[config.mk]
export PLATFORM = sky130hd
export DESIGN_NAME = irq_ctrl
export DESIGN_NICKNAME = d
export VERILOG_FILES = /design/src/rtl/mips_irq_pkg.sv /design/src/rtl/irq_sync.sv /design/src/rtl/irq_ctrl.sv
export SDC_FILE = /design/constraint.sdc
export NUM_CORES = 1
export LEC_CHECK = 0
export CAP_MARGIN = 15
export CORE_ASPECT_RATIO = 1.5
export CORE_MARGIN = 3
export CORE_UTILIZATION = 40
export CTS_BUF_LIST = sky130_fd_sc_hd__clkbuf_4
export DETAILED_ROUTE_END_ITERATION = 6
export PLACE_DENSITY_LB_ADDON = 0.08
export SYNTH_ARGS = -nofsm -noshare
export SYNTH_HDL_FRONTEND = slang
export SYNTH_SLANG_ARGS = --single-unit
[constraint.sdc]
create_clock -name clk -period 4.9 [get_ports clk]
set_clock_uncertainty 0.05 [all_clocks]
set_input_delay 0.735 -clock clk [delete_from_list [all_inputs] [get_ports clk]]
set_output_delay 0.735 -clock clk [all_outputs]
set_load 0.02 [all_outputs]
[src/rtl/mips_irq_pkg.sv]
// mips_irq_pkg: shared constants for the interrupt controller.
//   - Register offsets within the 32-byte window.
//   - TCTRL bit positions.
//   - CAUSE valid bit position.
//   - Helper that gives the pending/mask index of the internal timer source.
package mips_irq_pkg;

    typedef enum logic [4:0] {
        OfsStatus = 5'h00,
        OfsMask   = 5'h04,
        OfsClear  = 5'h08,
        OfsCause  = 5'h0C,
        OfsTload  = 5'h10,
        OfsTctrl  = 5'h14,
        OfsTcount = 5'h18
    } reg_ofs_e;

    localparam int unsigned TCTRL_EN_BIT    = 0;
    localparam int unsigned TCTRL_AR_BIT    = 1;
    localparam int unsigned CAUSE_VALID_BIT = 31;

    // The timer sits directly above the external lines, so it is always the
    // lowest-priority source.
    function automatic int unsigned timer_src_idx(input int unsigned n_ext);
        return n_ext;
    endfunction

endpackage

[src/rtl/irq_sync.sv]
// irq_sync: synchronizer and rising-edge detector for one external interrupt line.
//   clk     in   system clock
//   rst     in   asynchronous active-high reset
//   async_i in   raw asynchronous interrupt line
//   rise_o  out  one-cycle pulse when a synchronized 0->1 transition is seen
module irq_sync (
    input  logic clk,
    input  logic rst,
    input  logic async_i,
    output logic rise_o
);

    logic       s1_q, s2_q, s3_q;
    // Tracks which stages hold samples taken since reset release. Without it a
    // line held high through reset would look like a fresh rising edge.
    logic [2:0] fill_q;

    always_ff @(posedge clk or posedge rst) begin
        if (rst) begin
            s1_q   <= 1'b0;
            s2_q   <= 1'b0;
            s3_q   <= 1'b0;
            fill_q <= 3'b000;
        end else begin
            s1_q   <= async_i;
            s2_q   <= s1_q;
            s3_q   <= s2_q;
            fill_q <= {fill_q[1:0], 1'b1};
        end
    end

    assign rise_o = s2_q & ~s3_q & fill_q[2];

endmodule

[src/rtl/irq_ctrl.sv]
// irq_ctrl: memory-mapped interrupt controller with an internal down-counting timer.
//   clk         in   system clock, all state on rising edge
//   rst         in   asynchronous active-high reset
//   irq_src     in   N_EXT raw external lines, rising-edge triggered
//   mem_ren     in   data-bus read strobe
//   mem_wen     in   data-bus write strobe
//   mem_addr    in   data-bus byte address
//   mem_dout    in   data-bus write data
//   sel         out  address falls in the 32-byte register window at BASE
//   rdata       out  register read data (0 unless sel && mem_ren)
//   interrupter out  registered level interrupt = |(pending & MASK)
// Sources: bits [N_EXT-1:0] external, bit N_EXT timer; lowest index has priority.
module irq_ctrl
    import mips_irq_pkg::*;
#(
    parameter logic [31:0] BASE  = 32'hFFFF_FF00,
    parameter int unsigned N_EXT = 4
) (
    input  logic             clk,
    input  logic             rst,
    input  logic [N_EXT-1:0] irq_src,
    input  logic             mem_ren,
    input  logic             mem_wen,
    input  logic [31:0]      mem_addr,
    input  logic [31:0]      mem_dout,
    output logic             sel,
    output logic [31:0]      rdata,
    output logic             interrupter
);

    localparam int unsigned TimerIdx = timer_src_idx(N_EXT);

    logic [N_EXT-1:0] ext_rise;
    logic [N_EXT:0]   pend_q, pend_d;
    logic [N_EXT:0]   mask_q, mask_d;
    logic [N_EXT:0]   set_vec, clr_vec, active;
    logic [31:0]      tload_q, tload_d;
    logic [31:0]      tcount_q, tcount_d;
    logic             en_q, en_d;
    logic             ar_q, ar_d;
    logic             irq_q, irq_d;
    logic             tfire;
    logic             cause_valid;
    logic [4:0]       cause_idx;
    logic [4:0]       offset;
    logic             wr_en, wr_mask, wr_clear, wr_tload, wr_tctrl;

    // irq_src only reaches pending through these flops, so there is no
    // combinational path to interrupter or rdata.
    for (genvar gi = 0; gi < N_EXT; gi++) begin : g_sync
        irq_sync u_sync (
            .clk     (clk),
            .rst     (rst),
            .async_i (irq_src[gi]),
            .rise_o  (ext_rise[gi])
        );
    end

    // Address decode
    assign sel      = (mem_addr[31:5] == BASE[31:5]);
    assign offset   = mem_addr[4:0];
    assign wr_en    = sel & mem_wen;
    assign wr_mask  = wr_en && (offset == OfsMask);
    assign wr_clear = wr_en && (offset == OfsClear);
    assign wr_tload = wr_en && (offset == OfsTload);
    assign wr_tctrl = wr_en && (offset == OfsTctrl);

    // Timer next state; bus writes are applied last so they override the count.
    always_comb begin
        tload_d  = tload_q;
        tcount_d = tcount_q;
        en_d     = en_q;
        ar_d     = ar_q;
        tfire    = 1'b0;
        if (en_q) begin
            if (tcount_q != 32'd0) begin
                tcount_d = tcount_q - 32'd1;
            end else begin
                tfire = 1'b1;
                if (ar_q) begin
                    tcount_d = tload_q;
                end else begin
                    en_d = 1'b0;
                end
            end
        end
        if (wr_tload) begin
            tload_d  = mem_dout;
            tcount_d = mem_dout;
        end
        if (wr_tctrl) begin
            en_d = mem_dout[TCTRL_EN_BIT];
            ar_d = mem_dout[TCTRL_AR_BIT];
        end
    end

    // Pending / mask next state; a new event beats a same-cycle clear.
    always_comb begin
        set_vec                = '0;
        set_vec[N_EXT-1:0]     = ext_rise;
        set_vec[TimerIdx]      = tfire;
        clr_vec                = wr_clear ? mem_dout[N_EXT:0] : '0;
        pend_d                 = (pend_q & ~clr_vec) | set_vec;
        mask_d                 = wr_mask ? mem_dout[N_EXT:0] : mask_q;
        irq_d                  = |(pend_q & mask_q);
    end

    always_ff @(posedge clk or posedge rst) begin
        if (rst) begin
            pend_q   <= '0;
            mask_q   <= '0;
            tload_q  <= 32'd0;
            tcount_q <= 32'd0;
            en_q     <= 1'b0;
            ar_q     <= 1'b0;
            irq_q    <= 1'b0;
        end else begin
            pend_q   <= pend_d;
            mask_q   <= mask_d;
            tload_q  <= tload_d;
            tcount_q <= tcount_d;
            en_q     <= en_d;
            ar_q     <= ar_d;
            irq_q    <= irq_d;
        end
    end

    assign interrupter = irq_q;

    // Highest-priority active source: scan downward so the lowest index wins.
    always_comb begin
        active      = pend_q & mask_q;
        cause_valid = |active;
        cause_idx   = 5'd0;
        for (int i = int'(N_EXT); i >= 0; i--) begin
            if (active[i]) begin
                cause_idx = 5'(i);
            end
        end
    end

    always_comb begin
        rdata = 32'd0;
        if (sel && mem_ren) begin
            case (offset)
                OfsStatus: rdata = 32'(pend_q);
                OfsMask:   rdata = 32'(mask_q);
                OfsCause: begin
                    rdata[CAUSE_VALID_BIT] = cause_valid;
                    rdata[4:0]             = cause_idx;
                end
                OfsTload:  rdata = tload_q;
                OfsTctrl: begin
                    rdata[TCTRL_EN_BIT] = en_q;
                    rdata[TCTRL_AR_BIT] = ar_q;
                end
                OfsTcount: rdata = tcount_q;
                default:   rdata = 32'd0;
            endcase
        end
    end

endmodule

==> results.sh <==
export IMPL_syn_cell_area_sq_um=5350
export IMPL_cp_required_ns=4.12
export IMPL_synth_ff_type="dfrtp_1"
export IMPL_critPathLaunchType="primary input"
export IMPL_status="finished clean"
export IMPL_drt_first_pass_iters=5
export IMPL_powerDensity_nw_per_um2=196
export IMPL_overflow=0
export IMPL_clk_path_buf_depth=2
export IMPL_synth_cell_types=62
export IMPL_power_share_switching_pct=27.7
export IMPL_yosys_warnings=0
export IMPL_whs_ns=0.321
export IMPL_worst_slack_ns=0.678
export IMPL_cts_clk_slew_worst_paths_ns=0.17
export IMPL_clk_latency_ns=0.48
export IMPL_cts_repair_resized=0
export IMPL_relSlewSlack_pct=32.1
export IMPL_tightest_slew_ns=1.01
export IMPL_syn_inst=622
export IMPL_route_detailed_drc=0
export IMPL_dieArea_sq_um=14800
export IMPL_grt_max_degree=44
export IMPL_synth_fp_nets=696
export IMPL_min_path_type="flip-flop to flip-flop"
export IMPL_path_class="primary input to output pin"
export IMPL_hold_buffers=0
export IMPL_fmax_mhz=237
export IMPL_avgSynthCellArea_sq_um=8.60
export IMPL_cap_violations=0
export IMPL_dieWidth_um=100
export IMPL_drtIter0Drc=282
export IMPL_start_util_pct=41.1
export IMPL_row_count=51
export IMPL_nNetsFinal=790
export IMPL_root_buffer="clkbuf_4"
export IMPL_fill_cells=1283
export IMPL_grt_pass1_wl_um=26600
export IMPL_switching_power_w=0.000365
export IMPL_dpl_hpwl_um=11900
export IMPL_slew_violations=0
export IMPL_setup_viol=0
export IMPL_end_kind="output pin"
export IMPL_synth_seq_cells=92
export IMPL_drive_gt1_share_pct=8.04
export IMPL_port_buffers=105
export IMPL_hold_viol_final=0
export IMPL_layout_common_cells="nand2_1 (121), clkdlybuf4s50_1 (104), dfrtp_1 (92), nor2_1 (66), o21ai_0 (42)"
export IMPL_clkPwrFrac_pct=33.3
export IMPL_synthToLayoutAreaGrowth_pct=25.7
export IMPL_coreArea_sq_um=13000
export IMPL_cts_sinks=92
export IMPL_track_usage_pct=22.7
export IMPL_h_tree_depth=3
export IMPL_gp_congestion=0.878
export IMPL_dieHeight_um=148
export IMPL_internal_power_w=0.000952
export IMPL_place_worst_setup_slack_ns=0.636
export IMPL_post_cts_buffers=0
export IMPL_seq_power_share_pct=58.4
export IMPL_cts_buffers=9
export IMPL_arrival_ns=3.44
export IMPL_viasPerCell=5.88
export IMPL_drt_wl_total_um=16500
export IMPL_rsz0062_at_grt="false"
export IMPL_peakVddDrop_mv=0.138
export IMPL_synth_edf_count=0
export IMPL_finalCritPeriodShare_pct=86.2
export IMPL_avgRoutedWirePerCell_um=18.7
export IMPL_antenna_found_initial=1
export IMPL_grt_pass1_vias=5249
export IMPL_crit_fanout=4
export IMPL_tns_ns=0
export IMPL_async_flop_share_pct=100
export IMPL_p_leak_nw=2.92
export IMPL_cts_tree="built"
export IMPL_ys_seq_area_share_pct=43.0
export IMPL_vias=5184
export IMPL_pwr_share_comb_pct=8.3
export IMPL_antenna_left=0
export IMPL_fin_crit_ns=4.22
export IMPL_top_level_ports=106
export IMPL_mostFrequentLayoutCell="nand2_1"
final timing paths:
kind                                                  from                              end  slack (ns)  cells past startpoint
max                                           mem_addr[30]                         rdata[2]        0.68                      9
min                        g_sync[1].u_sync.s1_q$_DFF_PP0_  g_sync[1].u_sync.s2_q$_DFF_PP0_        0.32                      0
max reg2reg                       tcount_q[14]$_DFFE_PP0P_         tcount_q[31]$_DFFE_PP0P_        1.52                      6
min reg2reg                g_sync[1].u_sync.s1_q$_DFF_PP0_  g_sync[1].u_sync.s2_q$_DFF_PP0_        0.32                      0
max in group asynchronous                              rst          tload_q[28]$_DFFE_PP0P_        3.53                      3
min in group asynchronous                              rst          tcount_q[2]$_DFFE_PP0P_        0.44                      2
worst max-delay path, stage by stage:
cell and delay [ns]:
clkdlybuf4s50_1 0.46, nand4_1 0.09, nor4_1 0.32, buf_4 0.18
and2_0 0.22, nand2_1 0.14, or4_1 0.54, nor2_1 0.14
clkdlybuf4s50_1 0.61
synthesized netlist by cell type, types with 3 or more instances:
| master | n | share of area (%) |
|---|---|---|
| a22o_1 | 3 | 0.49 |
| buf_2 | 5 | 0.47 |
| nor4_1 | 14 | 1.6 |
| mux2_2 | 10 | 2.1 |
| clkbuf_1 | 30 | 2.1 |
| a221oi_1 | 5 | 0.82 |
| a311oi_1 | 10 | 1.6 |
| mux2i_1 | 30 | 5.6 |
| a32o_1 | 3 | 0.56 |
| o31a_1 | 4 | 0.65 |
| inv_1 | 13 | 0.91 |
| nand2_1 | 121 | 8.5 |
| nor3_1 | 18 | 1.7 |
| a21oi_1 | 25 | 2.3 |
| nor2_1 | 66 | 4.6 |
| xor2_1 | 5 | 0.82 |
| nand3_1 | 14 | 1.3 |
| o31ai_1 | 3 | 0.42 |
| nand4_1 | 15 | 1.8 |
| o21ai_0 | 42 | 3.9 |
| nor3b_1 | 3 | 0.42 |
| a32oi_1 | 4 | 0.65 |
| a22oi_1 | 5 | 0.70 |
| a211oi_1 | 3 | 0.42 |
| or3_1 | 4 | 0.47 |
| a211o_1 | 5 | 0.82 |
| or4_1 | 6 | 0.84 |
| or4_4 | 4 | 0.84 |
| dfrtp_1 | 92 | 43 |
| and3_1 | 11 | 1.3 |
| a2bb2oi_1 | 8 | 1.3 |
state kept, by name (all words and copies together), names as in the netlist:
name	count
pend_q	5
g_sync.u_sync.s3_q	4
g_sync.u_sync.s1_q	4
tload_q	32
ar_q	1
interrupter	1
tcount_q	32
g_sync.u_sync.fill_q	3
g_sync.u_sync.s2_q	4
en_q	1
mask_q	5
kinds of logic (layout without fill, tap and decap cells):
kind of cell | Yosys count | count (layout) | share of synthesized area, %
xor+xnor | 6 | 6 | 0.982
simple gates | 296 | 296 | 27.0
mux | 40 | 40 | 7.72
fa+ha+maj | 2 | 2 | 0.468
buf+inv | 51 | 150 | 3.90
other cells | 1 | 2 | 0.0701
flops | 92 | 92 | 43.0
compound gates | 134 | 134 | 16.9
per-layer routing:
metal,up-vias,track usage (%),part of all wire (%)
li1,2450,-,-
met1,2534,27.1,40
met2,170,39.8,52
met3,30,3.68,5.1
met4,0,9.58,2.8
met5,-,0,0
per-stage QoR:
| step | std cells | instance area, sq um | util [%] | power (W) |
|---|---|---|---|---|
| final | 881 | 6730 | 51.7 | 0.00132 |
| after global routing | 881 | 6730 | 51.7 | 0.00137 |
| after CTS | 880 | 6720 | 51.6 | 0.00133 |
| after detailed placement | 864 | 6580 | 50.5 | 0.000893 |
| after global placement | 864 | 6580 | 50.5 | 0.000892 |
| after floorplan | 622 | 5350 | - | 0.000818 |
power by group through the flow:
stage,clock (W),combinational [W],sequential [W]
after floorplan,0,0.0000358,0.000782
after global placement,0,0.000109,0.000783
after detailed placement,0,0.000111,0.000783
after global routing,0.000482,0.000118,0.000770
final,0.000439,0.000109,0.000769
after CTS,0.000448,0.000111,0.000769
area by class of cell:
cell class,count,area [sq um],share of cell area (%)
multi-input cells,479,2860,42.5
flip-flops and latches,92,2300,34.2
repair buffers,121,1170,17.3
well taps,159,199,2.96
clock inverters,7,76.3,1.13
clock buffers,9,67.6,1.00
inverters,13,50.0,0.744
diodes,1,2.50,0.0372
No activity file was read; power rests on OpenSTA's default activity.
